<file path="src/rtl/lsu_store_buffer.sv">
// Load/store unit with an in-order posted store buffer in front of data memory.
// Loads forward from the youngest matching buffered store, otherwise read DM; latency 1.
module lsu_store_buffer #(
  parameter int SB_DEPTH = 4,
  parameter int DATA_W   = 16,
  parameter int ADDR_W   = 16,
  parameter int DM_AW    = 10
) (
  input  logic              clk,
  input  logic              rst,
  input  logic              req_valid,
  input  logic              req_we,
  input  logic [ADDR_W-1:0] req_addr,
  input  logic [DATA_W-1:0] req_wdata,
  output logic              req_ready,
  output logic              rsp_valid,
  output logic [DATA_W-1:0] rsp_rdata,
  input  logic              dm_grant,
  output logic              dm_write_en,
  output logic              dm_read_en,
  output logic [ADDR_W-1:0] dm_addr,
  output logic [DATA_W-1:0] dm_data_in,
  input  logic [DATA_W-1:0] dm_data_out,
  output logic              sb_empty,
  output logic              sb_full
);

  localparam int PW = $clog2(SB_DEPTH);
  localparam int CW = PW + 1;

  logic [ADDR_W-1:0] sb_addr [SB_DEPTH];
  logic [DATA_W-1:0] sb_data [SB_DEPTH];
  logic [PW-1:0]     head;
  logic [PW-1:0]     tail;
  logic [CW-1:0]     count;

  logic              store_acc;
  logic              load_acc;
  logic              drain;
  logic              fwd_hit;
  logic [DATA_W-1:0] fwd_data;
  logic [DATA_W-1:0] load_data;
  logic [PW-1:0]     idx;

  assign sb_full  = (count == CW'(SB_DEPTH));
  assign sb_empty = (count == '0);

  // Loads stall while full so a steady load stream cannot starve the drain.
  assign store_acc = !rst && req_valid && req_we && !sb_full;
  assign load_acc  = !rst && req_valid && !req_we && dm_grant && !sb_full;
  assign drain     = !rst && dm_grant && !sb_empty && !load_acc;
  assign req_ready = store_acc || load_acc;

  // Walk oldest to youngest so the last hit is the youngest matching store.
  always_comb begin
    fwd_hit  = 1'b0;
    fwd_data = '0;
    idx      = '0;
    for (int k = 0; k < SB_DEPTH; k++) begin
      idx = head + PW'(k);
      if ((CW'(k) < count) && (sb_addr[idx][DM_AW-1:0] == req_addr[DM_AW-1:0])) begin
        fwd_hit  = 1'b1;
        fwd_data = sb_data[idx];
      end
    end
  end

  assign load_data = fwd_hit ? fwd_data : dm_data_out;

  always_comb begin
    dm_write_en = 1'b0;
    dm_read_en  = 1'b0;
    dm_addr     = '0;
    dm_data_in  = '0;
    if (load_acc) begin
      dm_read_en = 1'b1;
      dm_addr    = req_addr;
    end else if (drain) begin
      dm_write_en = 1'b1;
      dm_addr     = sb_addr[head];
      dm_data_in  = sb_data[head];
    end
  end

  always_ff @(posedge clk) begin
    if (store_acc) begin
      sb_addr[tail] <= req_addr;
      sb_data[tail] <= req_wdata;
    end
  end

  always_ff @(posedge clk) begin
    if (rst) begin
      head      <= '0;
      tail      <= '0;
      count     <= '0;
      rsp_valid <= 1'b0;
      rsp_rdata <= '0;
    end else begin
      if (store_acc) tail <= tail + PW'(1);
      if (drain)     head <= head + PW'(1);
      case ({store_acc, drain})
        2'b10:   count <= count + CW'(1);
        2'b01:   count <= count - CW'(1);
        default: count <= count;
      endcase
      rsp_valid <= load_acc;
      if (load_acc) rsp_rdata <= load_data;
    end
  end

endmodule

</file>
<file path="config.mk">
export PLATFORM = sky130hd
export DESIGN_NAME = lsu_store_buffer
export DESIGN_NICKNAME = d
export VERILOG_FILES = /design/src/rtl/lsu_store_buffer.sv
export SDC_FILE = /design/constraint.sdc
export NUM_CORES = 1
export LEC_CHECK = 0
export ABC_CLOCK_PERIOD_IN_PS = 3000
export BUFFER_PORTS_ARGS = -buffer_cell sky130_fd_sc_hd__clkbuf_2
export CAP_MARGIN = 5
export CORE_AREA = 2 2 161 123
export DETAILED_ROUTE_END_ITERATION = 10
export DIE_AREA = 0 0 163 125
export HOLD_SLACK_MARGIN = 0.15
export PLACE_DENSITY = 0.67
export SETUP_SLACK_MARGIN = 0.02
export SYNTH_ARGS = -nofsm -noshare
export SYNTH_HDL_FRONTEND = slang
export SYNTH_SLANG_ARGS = --single-unit
</file>
<file path="constraint.sdc">
create_clock -name clk -period 3 [get_ports clk]
set_input_delay 0.15 -clock clk [delete_from_list [all_inputs] [get_ports clk]]
set_output_delay 0.15 -clock clk [all_outputs]
set_load 0.02 [all_outputs]
</file>
# Word level (Yosys, flattened, before mapping)
# Memories as Yosys holds them, arrays and structs flattened. A register that Yosys moved wholly into a read port is not among the register bits.
# Index checks and enable logic that the tools add are counted.
[totals] register_bits=24 ramBits=128 in_bits=53 out_inout_bits=54 wordCells=68 memories=2
[mem_list] memory="sb_addr" words=4 width=16 read_ports=4 rd_ports_with_merged_regs=1 wr=1 line="31" text="logic [ADDR_W-1:0] sb_addr [SB_DEPTH];"
[mem_list] memory="sb_data" words=4 width=16 read_ports=4 rd_ports_with_merged_regs=1 wr=1 line="32" text="logic [DATA_W-1:0] sb_data [SB_DEPTH];"
[classes] addsub=6 n_lt_le_gt_ge=4 eq_ne=7 mux=23 n_reduce_logical=21
[ops] operator="$mux W16" count=9
[ops] operator="$eq A10 B10 Y1" count=4
[ops] operator="$logic_and A1 B1 Y1" count=13
[ops] operator="$mux W1" count=9
[ops] operator="$mux W2" count=4
[ops] operator="$lt A1 B3 Y1 const A" count=2
[ops] operator="$lt A2 B3 Y1 const A" count=2
[ops] operator="$pmux W3 S2" count=1
[ops] operator="$logic_not A1 Y1" count=5
[ops] operator="$add A2 B1 Y2 const B" count=2
[ops] operator="$add A2 B2 Y2 const B" count=2
[ops] operator="$add A3 B1 Y3 const B" count=1
[ops] operator="$eq A3 B3 Y1 const B" count=1
[ops] operator="$logic_not A3 Y1" count=1
[ops] operator="$sub A3 B1 Y3 const B" count=1
[ops] operator="$eq A2 B1 Y1 const B" count=1
[ops] operator="$eq A2 B2 Y1 const B" count=1
[ops] operator="$reduce_bool A2 Y1" count=1
[ops] operator="$logic_or A1 B1 Y1" count=1

# Longest topological paths before layout
[logic_depth] ltp_word=9 depth_mapped=14 depth_no_buf=10

# Worst setup path before layout
# No wires, ideal clock.
[synth_path] path_type="register to register" from="register count[0]" to="register count[2]" setup_time_ns=0.071 t_arrival_ns=2.738 path_slack_ns=0.191 path_stages_with_launch=9 n_path_buf=1 synth_period_minus_slack_ns=2.809 cell_sequence="dfxtp_1 > inv_1 > ha_1 > nor2b_1 > a211oi_1 > clkbuf_1 > ha_1 > or3_1 > a21oi_1"
[synth_between] elab_cells_between_ends=15
[synth_rtl] item="from (decl)" line="35" text="logic [CW-1:0] count;"
[synth_rtl] item="from (signal assigned)" line="103" text="2'b10: count <= count + CW'(1);"
[synth_rtl] item="from (signal assigned)" line="104" text="2'b01: count <= count - CW'(1);"
[synth_rtl] item="from (signal assigned)" line="105" text="default: count <= count;"
[synth_rtl] item="$logic_not A3 Y1 (*)" line="46" text="assign sb_empty = (count == '0);"
[synth_rtl] item="named net sb_empty" line="24" text="output logic sb_empty,"
[synth_rtl] item="$logic_not A1 Y1 (*)" line="51" text="assign drain = !rst && dm_grant && !sb_empty && !load_acc;"
[synth_rtl] item="$logic_and A1 B1 Y1 (*) (2 in a row)" line="51"
[synth_rtl] item="$eq A2 B1 Y1 / $eq A2 B2 Y1 (equally long branches)" line="102" text="case ({store_acc, drain})"
[synth_rtl] item="$pmux W3 S2 / $reduce_bool A2 Y1 (equally long branches)"
# Mark *: on every way through the listed nets, which the timed path passes. The rest lies on a longest branch.
# A chain may end at the register's enable or synchronous reset.

==> flow_summary.ini <==
[placement]
finalWeightedCongestion = 0.892
dpl.hpwl_um = 16000
port_buffers = 106
post-place-ws_ps = 26.9
place_area_sq_mm = 0.0101

[yosys]
syn_area_per_cell_sq_um = 13.8
syn-cell-area_sq_mm = 0.00928
async_flop_share_pct = 0
synth_largest_area_cell = edfxtp_1
synth_warnings = 0
synth_edf_count = 128
yosys-top-cells-area = edfxtp_1 41%, mux4_2 22%, dfxtp_1 5.6%
synth_cells = 672
synth_sequential_area_ratio_pct = 47.0
syn-num-nets = 734
synth.top_cell.area_share_pct = 41.4
synth_cell_type_count = 50
ys_seq_elements = 154
yosys-top-cells-count = 128 x edfxtp_1, 92 x mux4_2, 36 x a21oi_1
synth_flop_cell = edfxtp_1
yosysMostFrequentCell = edfxtp_1

[sta]
clock.fmax_mhz = 351
hold_ws_ps = 174
worst_slack_ps = 149
tightest_slew_ps = 824
finalCritPeriodShare_pct = 95.0
drv_slew = 0
fin_skew_ps = 10.3
setup_viol = 0
hold_violations = 0
slew_headroom_pct = 45.0
rsz0062_at_grt = no
setup_tns_ps = 0
fin_crit_ps = 2850

[power_and_ir_drop]
p_sw_share_pct = 26.1
pwr-share-seq_pct = 44.8
p_switching_w = 0.00140
clockPowerShare_pct = 41.4
peakVddDrop_mv = 0.360
intPower_w = 0.00397
combPwrFrac_pct = 13.9
p_leak_nw = 3.92
power.density_mw_per_mm2 = 476

[route]
drt_wl_total_um = 25700
final_antenna_net_count = 0
vias = 6992
vias_per_cell = 6.41
detail_route.iter0.violations = 783
first_pass_iters = 5
drc_errors = 0
wl_per_cell_um = 23.6

[floorplan]
io_pins = 107
rows = 44
die_h_um = 125
core_sq_mm = 0.0190
die_w_um = 163
initial_utilization_pct = 48.9
die-area_sq_mm = 0.0204

[global_routing]
antenna_found_initial = 0
grt_use_met3_pct = 5.34
busiest_layer = met2
grt_max_degree = 51
met2_usage_pct = 39.5
grt_pass1_wl_um = 40000
grt_pass1_vias = 6942
use_met1_pct = 36.8
grt_usage_pct = 26.0
grt-ovfl-total = 0

[clock_tree]
path_clk_slew_ps = 70
cts_num_sinks = 154
cts_tree = done
clk_latency_ps = 440
numCtsBuffers = 17
ctsLongestPathBuffers = 2
htree_levels = 4
cts_root_buffer = clkbuf_16

[worst_setup_path]
cp_max_fo = 17
criticalPathCategory = register to register
path_buf_inv = 1
critPathLaunchType = register
required_ps = 3350
cp-end-kind = register
critPathTopFamily = flip-flops
crit_chain = mux4_2 > xnor2_1 > nand3_1 > nor3_2 > buf_12 > o211ai_1 > a211o_1 > a31oi_1
critPathArrivalTime_ps = 3200
cpPeakStageDelay_ps = 620
slowest_stage = dfxtp_2

[worst_hold_path]
hold_class = input pin to register

[layout]
area_growth_pct = 21.6
antenna-diode-count = 0
final_area_sq_mm = 0.0113
drive_gt1_share_pct = 34.9
nNetsFinal = 886
final_core_util_pct = 59.4

[status]
status = finished clean

[run]
cap_violations = 0
repair_timing:
item	4_1_cts	5_1_grt
hold endpoints to repair	148	0
hold buffers	48	0
setup endpoints to repair	6	24
resized for setup	1	4
setup buffers	0	10
pin swaps	0	0
layout by cell type (no fill, tap or decap), types with 4 or more instances in the layout:
cell	n
edfxtp_1	128
clkbuf_2	106
mux4_2	92
dlygate4sd3_1	48
a21oi_1	36
buf_4	36
nor2_1	32
xnor2_1	32
a31oi_1	32
mux2i_1	31
inv_1	27
dfxtp_1	23
and2_1	20
clkbuf_16	17
o211ai_1	16
a211o_1	16
or3_1	16
nand2_1	14
a22o_1	14
ha_1	9
nand3_1	6
xor2_1	6
mux2_2	6
nand2b_1	6
o21ai_0	5
inv_6	5
nor3_1	4
kinds of logic after synthesis:
kind of cell	Yosys count	synth area share (%)
buffers and inverters	88	4.54
AOI/OAI and AO/OA	138	10.2
adders and majority gates	9	1.21
xor gates and xnor gates	38	3.59
and+or+nand+nor	113	6.51
muxes	132	26.9
DFF	154	47.0
final cells by class:
| class | count | area (sq um) |
|---|---|---|
| clock inverters | 15 | 178 |
| repair buffers | 193 | 1340 |
| inverters | 28 | 105 |
| flip-flops and latches | 154 | 4370 |
| fillers | 1482 | 7710 |
| well taps | 253 | 317 |
| clock buffers | 17 | 425 |
| multi-input cells | 430 | 4540 |
worst register-to-register path, cell delays in order (launching register included):
cell and delay [ps]:
dfxtp_2 620, mux4_2 620, xnor2_1 340, nand3_1 150, nor3_2 260, buf_12 200
o211ai_1 110, a211o_1 310, a31oi_1 150
power by group through the flow:
stage	Combinational (W)	Clock [W]	Sequential, W
after floorplan	0.000477	0	0.00244
after global placement	0.000652	0	0.00245
after detailed placement	0.000667	0	0.00245
after CTS	0.000723	0.00225	0.00241
after global routing	0.000801	0.00234	0.00241
final	0.000745	0.00222	0.00241
registers in the layout, indices dropped and copies added (netlist names), named ones only:
register   cells
tail           2
sb_data       64
head           2
sb_addr       64
rsp_rdata     16
rsp_valid      1
count          3
stage by stage:
step	power, W	instances
after global routing	0.00555	1090
after CTS	0.00538	1080
final	0.00537	1090
after global placement	0.00310	1000
after detailed placement	0.00312	1000
after floorplan	0.00292	672
worst paths after layout:
path                start             to  slack, ps  depth (start not counted)
min           req_addr[7]  sb_addr[3][7]        170                          1
min reg2reg  rsp_rdata[9]   rsp_rdata[9]        530                          2
max reg2reg      register   rsp_rdata[0]        150                          8
max              register   rsp_rdata[0]        150                          8
layer usage:
| metal | wire length (um) | vias to the layer above | share of wire, % |
|---|---|---|---|
| li1 | - | 2999 | - |
| met3 | 2100 | 70 | 8.2 |
| met4 | 795 | 0 | 3.1 |
| met5 | 0 | - | 0 |
| met1 | 10800 | 3559 | 42 |
| met2 | 12000 | 364 | 47 |
Power figures use the tool's default switching activity.
